[src/rtl/fpu_ss_pkg.sv]
// fpu_ss_pkg
// Shared types for the eXtension-interface initiator of the FPU subsystem:
// issue request, commit, memory request and result payloads, plus the
// default size of the instruction ID space.
package fpu_ss_pkg;

    localparam int NUM_ID_DEFAULT = 16;
    localparam int ID_W           = $clog2(NUM_ID_DEFAULT);

    typedef logic [ID_W-1:0] id_t;

    typedef struct packed {
        logic [31:0]       instr;
        id_t               id;
        logic [2:0][31:0]  rs;
        logic [2:0]        rs_valid;
    } x_issue_req_t;

    typedef struct packed {
        id_t  id;
        logic commit_kill;
    } x_commit_t;

    typedef struct packed {
        id_t         id;
        logic [31:0] addr;
        logic        we;
        logic [31:0] wdata;
    } x_mem_req_t;

    typedef struct packed {
        id_t         id;
        logic [31:0] data;
        logic [4:0]  rd;
        logic        we;
    } x_result_t;

    // Sequential ID generator; wraps at the top of the ID space.
    function automatic id_t id_incr(id_t id, int num_id);
        id_incr = (id == id_t'(num_id - 1)) ? '0 : id + 1'b1;
    endfunction

endpackage

[src/rtl/fpu_ss_xif_mem_resp.sv]
// fpu_ss_xif_mem_resp
// Maps coprocessor memory requests onto an OBI-style data port, limits the
// number of granted-but-unanswered transactions and registers each response
// back to the coprocessor in order.
// Ports:
//   clk_i, rst_ni                  clock, async active-low reset
//   mem_valid_i / mem_ready_o      coprocessor memory request handshake
//   mem_req_i                      request payload {id, addr, we, wdata}
//   result_valid_o, result_rdata_o registered memory result (1 cycle after rvalid)
//   data_req_o / data_gnt_i        data port request / grant
//   data_addr_o, data_we_o,
//   data_wdata_o                   data port request fields (pass-through)
//   data_rvalid_i, data_rdata_i    data port response
//   busy_o                         transactions in flight
//   err_o                          response seen with nothing outstanding (pulse)
module fpu_ss_xif_mem_resp
    import fpu_ss_pkg::*;
#(
    parameter int MEM_OUTSTANDING = 2
) (
    input  logic        clk_i,
    input  logic        rst_ni,
    input  logic        mem_valid_i,
    output logic        mem_ready_o,
    input  x_mem_req_t  mem_req_i,
    output logic        result_valid_o,
    output logic [31:0] result_rdata_o,
    output logic        data_req_o,
    input  logic        data_gnt_i,
    output logic [31:0] data_addr_o,
    output logic        data_we_o,
    output logic [31:0] data_wdata_o,
    input  logic        data_rvalid_i,
    input  logic [31:0] data_rdata_i,
    output logic        busy_o,
    output logic        err_o
);

    localparam int CNT_W = $clog2(MEM_OUTSTANDING + 1);

    logic [CNT_W-1:0] cnt_q;
    logic             space;
    logic             grant;
    logic             cnt_zero;
    logic             unused_mem_id;

    assign space    = cnt_q < CNT_W'(MEM_OUTSTANDING);
    assign cnt_zero = cnt_q == '0;

    assign data_req_o   = mem_valid_i & space;
    assign mem_ready_o  = data_gnt_i & space;
    assign data_addr_o  = mem_req_i.addr;
    assign data_we_o    = mem_req_i.we;
    assign data_wdata_o = mem_req_i.wdata;
    assign grant        = data_req_o & data_gnt_i;

    assign busy_o = ~cnt_zero;
    assign err_o  = data_rvalid_i & cnt_zero;

    // The data port answers in order, so the request ID is not needed here.
    assign unused_mem_id = ^mem_req_i.id;

    // A grant and a response in the same cycle cancel; a stray response
    // never drives the counter below zero.
    always_ff @(posedge clk_i or negedge rst_ni) begin
        if (!rst_ni) begin
            cnt_q <= '0;
        end else if (grant && !data_rvalid_i) begin
            cnt_q <= cnt_q + 1'b1;
        end else if (!grant && data_rvalid_i && !cnt_zero) begin
            cnt_q <= cnt_q - 1'b1;
        end
    end

    always_ff @(posedge clk_i or negedge rst_ni) begin
        if (!rst_ni) begin
            result_valid_o <= 1'b0;
            result_rdata_o <= '0;
        end else begin
            result_valid_o <= data_rvalid_i;
            if (data_rvalid_i) begin
                result_rdata_o <= data_rdata_i;
            end
        end
    end

endmodule

[src/rtl/fpu_ss_xif_initiator.sv]
// fpu_ss_xif_initiator
// Core-side eXtension-interface initiator for the FPU subsystem. Issues core
// instructions with sequential IDs, emits one commit per issue, services
// coprocessor memory requests on the data port and returns results to the
// register file through a single-entry writeback register.
// Build option: define FPU_SS_XIF_KILL_EN to honour kill_i; otherwise kill_i
// is ignored and commit_kill reflects only a rejected issue.
// Ports:
//   clk_i, rst_ni                          clock, async active-low reset
//   instr_valid_i/instr_ready_o, instr_i,
//   rs_i, rs_valid_i, kill_i               core instruction side
//   x_issue_*                              XIF issue channel
//   x_commit_valid_o, x_commit_o           XIF commit channel
//   x_mem_*                                XIF memory request / result
//   data_*                                 OBI-style data port
//   x_result_*                             XIF result channel
//   wb_valid_o/wb_ready_i, wb_rd_o,
//   wb_data_o                              register file writeback
//   busy_o, protocol_err_o                 status
module fpu_ss_xif_initiator
    import fpu_ss_pkg::*;
#(
    parameter int NUM_ID          = NUM_ID_DEFAULT,
    parameter int MEM_OUTSTANDING = 2
) (
    input  logic             clk_i,
    input  logic             rst_ni,
    input  logic             instr_valid_i,
    output logic             instr_ready_o,
    input  logic [31:0]      instr_i,
    input  logic [2:0][31:0] rs_i,
    input  logic [2:0]       rs_valid_i,
    input  logic             kill_i,
    output logic             x_issue_valid_o,
    input  logic             x_issue_ready_i,
    output x_issue_req_t     x_issue_req_o,
    input  logic             x_issue_resp_accept_i,
    input  logic             x_issue_resp_writeback_i,
    output logic             x_commit_valid_o,
    output x_commit_t        x_commit_o,
    input  logic             x_mem_valid_i,
    output logic             x_mem_ready_o,
    input  x_mem_req_t       x_mem_req_i,
    output logic             x_mem_result_valid_o,
    output logic [31:0]      x_mem_result_rdata_o,
    output logic             data_req_o,
    input  logic             data_gnt_i,
    output logic [31:0]      data_addr_o,
    output logic [31:0]      data_wdata_o,
    output logic             data_we_o,
    input  logic             data_rvalid_i,
    input  logic [31:0]      data_rdata_i,
    input  logic             x_result_valid_i,
    output logic             x_result_ready_o,
    input  x_result_t        x_result_i,
    output logic             wb_valid_o,
    input  logic             wb_ready_i,
    output logic [4:0]       wb_rd_o,
    output logic [31:0]      wb_data_o,
    output logic             busy_o,
    output logic             protocol_err_o
);

    logic [NUM_ID-1:0] outstanding_q, outstanding_d;
    id_t               next_id_q;
    logic              issue_hs;
    logic              kill_eff;
    logic              set_out;
    logic              res_hs;
    logic              res_known;
    logic              mem_busy;
    logic              mem_err;

`ifdef FPU_SS_XIF_KILL_EN
    assign kill_eff = kill_i;
`else
    logic unused_kill;
    assign kill_eff    = 1'b0;
    assign unused_kill = kill_i;
`endif

    assign x_issue_valid_o = instr_valid_i & ~outstanding_q[next_id_q];
    assign instr_ready_o   = x_issue_valid_o & x_issue_ready_i;
    assign issue_hs        = instr_ready_o;
    assign x_issue_req_o   = '{instr: instr_i, id: next_id_q, rs: rs_i, rs_valid: rs_valid_i};

    assign set_out = issue_hs & x_issue_resp_accept_i & x_issue_resp_writeback_i & ~kill_eff;

    assign x_result_ready_o = ~wb_valid_o | wb_ready_i;
    assign res_hs           = x_result_valid_i & x_result_ready_o;
    assign res_known        = outstanding_q[x_result_i.id];

    // Clear before set: a stray result that happens to name next_id must not
    // cancel an instruction issued in the same cycle.
    always_comb begin
        outstanding_d = outstanding_q;
        if (res_hs) begin
            outstanding_d[x_result_i.id] = 1'b0;
        end
        if (set_out) begin
            outstanding_d[next_id_q] = 1'b1;
        end
    end

    always_ff @(posedge clk_i or negedge rst_ni) begin
        if (!rst_ni) begin
            outstanding_q <= '0;
            next_id_q     <= '0;
        end else begin
            outstanding_q <= outstanding_d;
            if (issue_hs) begin
                next_id_q <= id_incr(next_id_q, NUM_ID);
            end
        end
    end

    always_ff @(posedge clk_i or negedge rst_ni) begin
        if (!rst_ni) begin
            x_commit_valid_o <= 1'b0;
            x_commit_o       <= '0;
        end else begin
            x_commit_valid_o <= issue_hs;
            if (issue_hs) begin
                x_commit_o <= '{id: next_id_q, commit_kill: ~x_issue_resp_accept_i | kill_eff};
            end
        end
    end

    always_ff @(posedge clk_i or negedge rst_ni) begin
        if (!rst_ni) begin
            wb_valid_o <= 1'b0;
            wb_rd_o    <= '0;
            wb_data_o  <= '0;
        end else if (res_hs && res_known && x_result_i.we) begin
            wb_valid_o <= 1'b1;
            wb_rd_o    <= x_result_i.rd;
            wb_data_o  <= x_result_i.data;
        end else if (wb_ready_i) begin
            wb_valid_o <= 1'b0;
        end
    end

    always_ff @(posedge clk_i or negedge rst_ni) begin
        if (!rst_ni) begin
            protocol_err_o <= 1'b0;
        end else if ((res_hs && !res_known) || mem_err) begin
            protocol_err_o <= 1'b1;
        end
    end

    fpu_ss_xif_mem_resp #(
        .MEM_OUTSTANDING(MEM_OUTSTANDING)
    ) u_mem_resp (
        .clk_i          (clk_i),
        .rst_ni         (rst_ni),
        .mem_valid_i    (x_mem_valid_i),
        .mem_ready_o    (x_mem_ready_o),
        .mem_req_i      (x_mem_req_i),
        .result_valid_o (x_mem_result_valid_o),
        .result_rdata_o (x_mem_result_rdata_o),
        .data_req_o     (data_req_o),
        .data_gnt_i     (data_gnt_i),
        .data_addr_o    (data_addr_o),
        .data_we_o      (data_we_o),
        .data_wdata_o   (data_wdata_o),
        .data_rvalid_i  (data_rvalid_i),
        .data_rdata_i   (data_rdata_i),
        .busy_o         (mem_busy),
        .err_o          (mem_err)
    );

    assign busy_o = (|outstanding_q) | x_commit_valid_o | mem_busy | wb_valid_o;

endmodule

[config.mk]
export PLATFORM = sky130hd
export DESIGN_NAME = fpu_ss_xif_initiator
export DESIGN_NICKNAME = d
export VERILOG_FILES = /design/src/rtl/fpu_ss_pkg.sv /design/src/rtl/fpu_ss_xif_mem_resp.sv /design/src/rtl/fpu_ss_xif_initiator.sv
export SDC_FILE = /design/constraint.sdc
export NUM_CORES = 1
export LEC_CHECK = 0
export CORE_AREA = 2 2 223 225
export DETAILED_ROUTE_END_ITERATION = 6
export DIE_AREA = 0 0 225 227
export PLACE_DENSITY = 0.47
export SLEW_MARGIN = 15
export SYNTH_ARGS = -nofsm -noshare
export SYNTH_HDL_FRONTEND = slang
export SYNTH_SLANG_ARGS = --single-unit
[constraint.sdc]
create_clock -name clk_i -period 3.61 [get_ports clk_i]
set_clock_uncertainty 0.05 [all_clocks]
set_input_delay 0.361 -clock clk_i [delete_from_list [all_inputs] [get_ports clk_i]]
set_output_delay 0.361 -clock clk_i [all_outputs]
set_load 0.1 [all_outputs]
== Word level (Yosys, flattened, before mapping) ==
Cells that the tools add are included.
W data, S select, Z words.

* Bits in registers: 100
* Bits of input ports: 286
* Output and inout port bits: 284
* Word-level logic and storage cells: 73

* Add/sub/neg operators: 3
* $lt $le $gt $ge: 5
* Equality and inequality tests: 1
* Mux-type cells: 15
* Bitwise operators: 20
* Reduce and logical (&&, ||, !) cells: 17

{| class="wikitable"
|+ Operators with widths
! kind !! count
|-
| $mux W16 || 2
|-
| $and A16 B16 Y16 || 1
|-
| $not A16 Y16 || 1
|-
| $or A16 B16 Y16 || 1
|-
| $reduce_or A16 Y1 || 1
|-
| $lt A4 B5 Y1 const B || 2
|-
| $and A1 B1 Y1 || 9
|-
| $bmux W1 S4 || 2
|-
| $demux W1 S4 || 2
|-
| $ge A4 B1 Y1 const B || 2
|-
| $logic_and A1 B1 Y1 || 8
|-
| $mux W1 || 6
|-
| $add A4 B1 Y4 const B || 1
|-
| $eq A4 B4 Y1 const B || 1
|-
| $logic_not A1 Y1 || 4
|-
| $mux W2 || 2
|-
| $mux W4 || 1
|-
| $not A1 Y1 || 4
|-
| $or A1 B1 Y1 || 4
|-
| $reduce_bool A2 Y1 || 2
|-
| $add A2 B1 Y2 const B || 1
|-
| $logic_not A2 Y1 || 1
|-
| $lt A2 B2 Y1 const B || 1
|-
| $sub A2 B1 Y2 const B || 1
|-
| $logic_or A1 B1 Y1 || 1
|}

== Logic depth before layout (Yosys ltp) ==
* Word-level depth: 9
* Depth in mapped cells: 8

== By module ==
A second synthesis with hierarchy kept.

* Cells, all modules: 534
* Area, all modules: 5977.0 um2

{| class="wikitable"
|+ By module, submodules not included
! module !! instances !! cells an instance !! area each (um2)
|-
| fpu_ss_xif_initiator || 1 || 384 || 4129.0
|-
| fpu_ss_xif_mem_resp || 1 || 150 || 1848.0
|}

== Least setup slack after synthesis ==
Ideal clock, no wire load.

* Path kind: register to output
* From: register next_id_q[1]
* To: output port x_issue_valid_o
* Arrival time: 3.509 ns
* Slack: -0.310 ns
* Cell stages (with the launch flop): 7
* Cells stage by stage: dfrtp_1 -> buf_6 -> mux2_2 -> mux4_2 -> nor2_1 -> a21oi_1 -> nor2b_1

* Cells in the longest elaborated chain, start to end: 4

{| class="wikitable"
|+ RTL lines
! what !! line !! RTL
|-
| start: declaration || fpu_ss_xif_initiator.sv:65 || <nowiki>id_t next_id_q;</nowiki>
|-
| start signal: assignment || fpu_ss_xif_initiator.sv:112 || <nowiki>next_id_q <= id_incr(next_id_q, NUM_ID);</nowiki>
|-
| $bmux W1 S4 || fpu_ss_xif_initiator.sv:82 || <nowiki>assign x_issue_valid_o = instr_valid_i & ~outstanding_q[next_id_q];</nowiki>
|-
| $mux W1 (not written as such) || fpu_ss_xif_initiator.sv:82 ||
|-
| $not A1 Y1 || fpu_ss_xif_initiator.sv:82 ||
|-
| $and A1 B1 Y1 || fpu_ss_xif_initiator.sv:82 ||
|-
| end: declaration || fpu_ss_xif_initiator.sv:34 || <nowiki>output logic x_issue_valid_o,</nowiki>
|}

No other way between the ends. The select of a mux whose other input is x is not followed.

== Worst setup path in the final report ==
* From: register next_id_q[0]
* To: output port instr_ready_o

* Cells in the longest elaborated chain, start to end: 5

{| class="wikitable"
|+ RTL lines
! what !! line !! RTL
|-
| $bmux W1 S4 || fpu_ss_xif_initiator.sv:82 ||
|-
| $mux W1 (not written as such) || fpu_ss_xif_initiator.sv:82 ||
|-
| $not A1 Y1 || fpu_ss_xif_initiator.sv:82 ||
|-
| $and A1 B1 Y1 || fpu_ss_xif_initiator.sv:82 ||
|-
| $and A1 B1 Y1 || fpu_ss_xif_initiator.sv:83 || <nowiki>assign instr_ready_o = x_issue_valid_o & x_issue_ready_i;</nowiki>
|-
| end: declaration || fpu_ss_xif_initiator.sv:29 || <nowiki>output logic instr_ready_o,</nowiki>
|}

No other way between the ends. The select of a mux whose other input is x is not followed.

==> run_results.csv <==
group,metric,value,unit
status,outcome,"complete, no violations",
timing,layout_min_cycle_time,3000,ps
global_route,globalRouteOverflowTotal,0,
cells_and_area,layout-drive-gt1-share,0.256,
clock_network,path_clk_slew,80,ps
yosys,ys_ff_latch,100,
route,drt-vias-per-instance,3.14,
clock_network,cts_made_buffers,9,
timing,rsz0062_at_grt,"no",
power_and_ir_drop,leakage,2.76,nW
yosys,synth_cell_types,36,
timing,worst_pin_slew,1060,ps
clock_network,h-tree-depth,3,
yosys,synth_xor_area_frac,0.00150,
placed_design,dp_hpwl,14600,um
cells_and_area,nNetsFinal,782,
critical_path,crit_arrival,2590,ps
yosys,ys_warn_count,0,
route,vias,3514,
placed_design,gp_congestion,0.748,
timing,period_share,0.830,
power_and_ir_drop,power.density,908,mW/mm2
power_and_ir_drop,peakVddDrop,0.514,mV
yosys,synth_compound_area_frac,0.0479,
die,num_rows,81,
die,die_y,227,um
yosys,synthAdderAreaFrac,0.00859,
yosys,syn_inst,514,
timing,tns,0,ps
critical_path,cp-startpoint,"next_id_q[0]",
yosys,synthSimpleGateAreaFrac,0.0502,
critical_path,crit_path_end_kind,"output port",
yosys,yosysSeqAreaShare,0.429,
critical_path,r2r_cells,6,
yosys,synth_mux_area_frac,0.191,
global_route,antenna_found_initial,0,
route,drt-pass1-iter-count,4,
die,coreArea,0.0485,mm2
timing,finalMaxSlewViolations,0,
job,maxCapViolations,0,
route,routedWlPerCell,16.5,um
route,totalWireLength,18500,um
global_route,grt_pass1_vias,3849,
yosys,syn_area,0.00583,mm2
clock_network,post_cts_buffers,0,
cells_and_area,final_cell_mix,"clkdlybuf4s50_1 (156), dfrtp_1 (100), mux2_2 (61), o21ai_0 (39)",
clock_network,root_buffer,"clkbuf_16",
critical_path,critPathLaunchType,"flip-flop",
power_and_ir_drop,p_total,6.42,mW
critical_path,reg2reg_setup_slack,1120,ps
yosys,synth_top_family_by_area,"buffers and inverters",
critical_path,timing.rr.end,"wb_data_o[16]",
clock_network,clock_sinks,100,
clock_network,cts_tree,"built",
die,fp.dieW,225,um
timing,whs,63.7,ps
critical_path,crit_required,3200,ps
placed_design,portBuffers,172,
yosys,syn-num-nets,804,
cells_and_area,n_antenna_cell,0,
critical_path,r2r_start,"outstanding_q[2]",
critical_path,crit_type,"flip-flop to output port",
placed_design,dp_slack,428,ps
clock_network,clk_latency,370,ps
timing,relSlewSlack,0.294,
global_route,gr-usage-all-layers,0.0714,
timing,setup_violations,0,
clock_network,cts_buffer_depth,2,
die,start_util,0.120,
global_route,grt_max_degree,70,
clock_network,cts.repair.resized,0,
global_route,grt_pass1_wl,26100,um
cells_and_area,layout_commonest_cell,"clkdlybuf4s50_1",
route,antenna_left,0,
die,boundaryPins,570,
route,drt_iter0_drc,122,
yosys,avgSynthCellArea,11.3,um2
timing,final.setup.worst_slack,613,ps
clock_network,hold_buffers,0,
timing,hold_viol_final,0,
cells_and_area,synthToLayoutAreaGrowth,21.4,%
route,drc,0,
timing,fmax,0.334,GHz
die,die_area,0.0511,mm2
critical_path,path_max_fanout,12,
worst_hold_path,hold_class,"input port to async pin",
## state kept, by name, indices dropped and copies added, names as in the netlist
name and flops:
x_commit_o 5, wb_data_o 32, u_mem_resp.result_rdata_o 32, next_id_q 4, wb_valid_o 1, u_mem_resp.result_valid_o 1, u_mem_resp.cnt_q 2, x_commit_valid_o 1
protocol_err_o 1, wb_rd_o 5, outstanding_q 16
## cell families (layout without fill, tap and decap cells)
logic type | count (synthesis) | in the layout
buf+inv | 216 | 199
flops | 100 | 100
mux | 88 | 88
simple gates | 54 | 54
compound gates | 51 | 51
fa+ha+maj | 4 | 4
xor+xnor | 1 | 1
## worst max-delay path: stages (launching register included)
cell,delay (ps)
dfrtp_1,540
inv_1,250
mux4_2,560
nor3b_2,160
buf_4,180
nor2_1,110
inv_1,190
buf_12,210
## metal layers
metal  part of all wire  global-route usage  vias to the layer above
met2               0.47               0.112                      220
met4              0.078              0.0630                        0
met3               0.11              0.0352                      133
li1                   -                   -                     1491
met5                  0             0.00190                        -
met1               0.34              0.0702                     1670
## area by class of cell
type	count	area, um2
clock buffer	10	229
clock inverter	6	50.0
fill	5396	41500
inverter	5	18.8
multi-input combinational	198	1750
sequential	100	2500
tap	622	778
timing repair buffer	178	1750
## worst max-delay path by stage
stage / slack [ps] / cells past startpoint / endpoint
after detailed placement: 430 / 7 / wb_rd_o[2]
after floorplan: 2 / 6 / instr_ready_o
after global routing: 430 / 7 / instr_ready_o
after CTS: 550 / 7 / instr_ready_o
final: 610 / 7 / instr_ready_o
after global placement: 450 / 7 / wb_data_o[16]
## cells in the mapped netlist
library cell  instances  area share
a21oi_1               4      0.0034
buf_1                 1     0.00064
a31oi_1               1      0.0011
mux2i_1               3      0.0052
mux4_2                5       0.019
inv_1                 5      0.0032
xnor2_1               1      0.0015
nor4_1                4      0.0043
nor3b_2               1      0.0021
nand4b_1              1      0.0015
clkbuf_1              7      0.0045
nor3_1                3      0.0026
a31o_2                2      0.0030
nand3_1               6      0.0052
nand4_1               2      0.0021
dfrtp_1             100        0.43
nor2_1                8      0.0052
o2bb2ai_1             1      0.0015
nand2_1               9      0.0058
nand2b_1              8      0.0086
ha_1                  4      0.0086
mux2_4               19       0.049
a211oi_1              1      0.0013
buf_6                 4      0.0077
a221oi_1              1      0.0015
and2_1                1      0.0011
o21ai_0              39       0.033
nor2b_1               4      0.0043
o21bai_1              1      0.0013
mux2_2               61        0.12
a22oi_1               1      0.0013
or2_2                 1      0.0011
buf_2                 3      0.0026
and3_1                4      0.0043
buf_4               196        0.25
or3_1                 2      0.0021
## power by group
group | internal (mW) | switching (mW)
Clock | 0.474 | 0.464
Combinational | 1.02 | 2.73
Sequential | 1.45 | 0.277
Total | 2.95 | 3.47
## stage by stage
stage | area [um2] | instances | util
after floorplan | 5830 | 514 | -
after global placement | 6800 | 1103 | 0.140
after detailed placement | 6800 | 1103 | 0.140
after CTS | 7080 | 1119 | 0.146
after global routing | 7080 | 1119 | 0.146
final | 7080 | 1119 | 0.146
No activity file was read; power rests on OpenSTA's default activity.
==> patch: new RTL, same settings <==
Put one more register stage on the output `protocol_err_o`, cleared by the reset. The value now appears one clock later. The other outputs are not delayed to match.
--- a/src/rtl/fpu_ss_xif_initiator.sv
+++ b/src/rtl/fpu_ss_xif_initiator.sv
@@ -60,6 +60,8 @@
     output logic             busy_o,
     output logic             protocol_err_o
 );
+
+    logic protocol_err_s0;
 
     logic [NUM_ID-1:0] outstanding_q, outstanding_d;
     id_t               next_id_q;
@@ -142,9 +144,9 @@
 
     always_ff @(posedge clk_i or negedge rst_ni) begin
         if (!rst_ni) begin
-            protocol_err_o <= 1'b0;
+            protocol_err_s0 <= 1'b0;
         end else if ((res_hs && !res_known) || mem_err) begin
-            protocol_err_o <= 1'b1;
+            protocol_err_s0 <= 1'b1;
         end
     end
 
@@ -171,5 +173,13 @@
 
     assign busy_o = (|outstanding_q) | x_commit_valid_o | mem_busy | wb_valid_o;
 
+    always_ff @(posedge clk_i or negedge rst_ni) begin
+        if (!rst_ni) begin
+            protocol_err_o <= '0;
+        end else begin
+            protocol_err_o <= protocol_err_s0;
+        end
+    end
+
 endmodule
 
Function: changed (Yosys sat finds a counterexample within 4 cycles, from zero or initial values and one cycle with rst_ni low).
==> patch against the unedited design <==
The flow now finishes with violations (hold timing); cell count unchanged; core utilization rose by 0.10 points; synthesized cell count is 0.19% higher; global-route usage about the same; non-clock buffer count unchanged; sequential share of layout area is 0.11 points higher; design area grew 0.69%; critical path depth unchanged; power grew 0.89%; worst setup slack got worse by 0.16 ns; sequential cell count up 1; wire length decreased by 3.1%; synthesized area up 0.43%; critical path type unchanged.
==> patch: results (changes against the unedited design) <==
Status: finished, violations left
Failing checks: hold timing
Clock power frac: 15.6% (+1.0 points)
RR Endpoint: wb_data_o[29]
Synth top area cells: dfrtp_1 43%, buf_4 25%, mux2_2 12%
Layout cell share with drive strength beyond 1: 24.1% (-1.4 points)
Largest net degree at the start of global routing: 77 (+10%)
Root buffer cell: clkbuf_16
GPL Wtd Cong: 0.683 (-8.8%)
Sw Pwr: 3.46 mW (-0.36%)
Top post-synthesis cells by count: 196 x buf_4, 101 x dfrtp_1, 61 x mux2_2
Peak VDD IR: 0.653 mV (+27%)
Fillers: 5393 (-0.056%)
Compound-cell area share of the yosys netlist: 4.77% (-0.020 points)
DP Area: 0.00683 mm² (+0.44%)
Vias in the first global route: 3879 (+0.78%)
Cells after DPL: 1104 (+0.091%)
DR WL/cell: 16.0 µm (-3.1%)
RR Startpoint: outstanding_q[14]
CP max FO: 10 (-2)
Post-DP HPWL: 13.7 mm (-6.3%)
Rel. slew slack: 30.6% (+1.2 points)
Mux contribution to synthesized area: 19.0% (-0.082 points)
Crit path launch: next_id_q[1]
WP data arrival: 2.75 ns (+0.16 ns)
Syn_nets: 805 (+0.12%)
Reg clk slew, reported paths: 0.07 ns
ANT cells: 0 (unchanged)
Nets: 783 (+0.13%)
Fin Hold WS: -0.0104 ns (-0.0741 ns)
DP Worst Slack: 0.473 ns (+0.0449 ns)
Synthesis Warnings: 0 (unchanged)
Leak: 2.78 nW (+0.57%)
Initial DRC count: 174 (+43%)
Seq/Total Area, Yosys: 43.2% (+0.24 points)
Endpoints failing hold: 18 (+18)
Synth Area in Adders: 0.855% (-0.0037 points)
## patch: power groups by stage
stage                     Sequential [mW]  Combinational, mW  Clock (mW)
after floorplan                      3.61               1.95           0
after global placement               1.78               3.74           0
after detailed placement             1.79               3.75           0
after CTS                            1.77               3.76        1.08
after global routing                 1.83               3.86        1.11
final                                1.76               3.71        1.01
## patch: worst max path at each step
stage,to,slack [ns]
6_report,instr_ready_o,0.45
3_3_place_gp,wb_data_o[16],0.47
3_5_place_dp,wb_data_o[17],0.47
5_1_grt,instr_ready_o,0.27
2_1_floorplan,instr_ready_o,0.002
4_1_cts,instr_ready_o,0.41
## patch: per-layer routing
| layer | share of wire [%] | wire length [µm] | vias to the layer above | GRT usage (%) |
|---|---|---|---|---|
| met4 | 8.3 | 1480 | 8 | 6.81 |
| met5 | 0.40 | 72 | - | 0.569 |
| met3 | 14 | 2440 | 122 | 4.44 |
| met1 | 33 | 5850 | 1660 | 6.62 |
| li1 | - | - | 1498 | - |
| met2 | 45 | 8050 | 244 | 10.6 |
## patch: cell type report
cell class,count,area (µm²),area share [%]
Clock inverter,3,27.5,0.386
Tap cell,622,778,10.9
Inverter,5,18.8,0.263
Sequential cell,101,2530,35.5
Timing Repair Buffer,178,1760,24.7
Multi-Input combinational cell,198,1750,24.5
Clock buffer,12,267,3.74
## patch: critical path, cell delays in order, from the launching register on
cell and delay (ns):
dfrtp_1 0.62, mux2_2 0.39, mux4_2 0.49, nor3b_2 0.17
buf_4 0.18, nor2_1 0.12, inv_1 0.18, buf_12 0.20
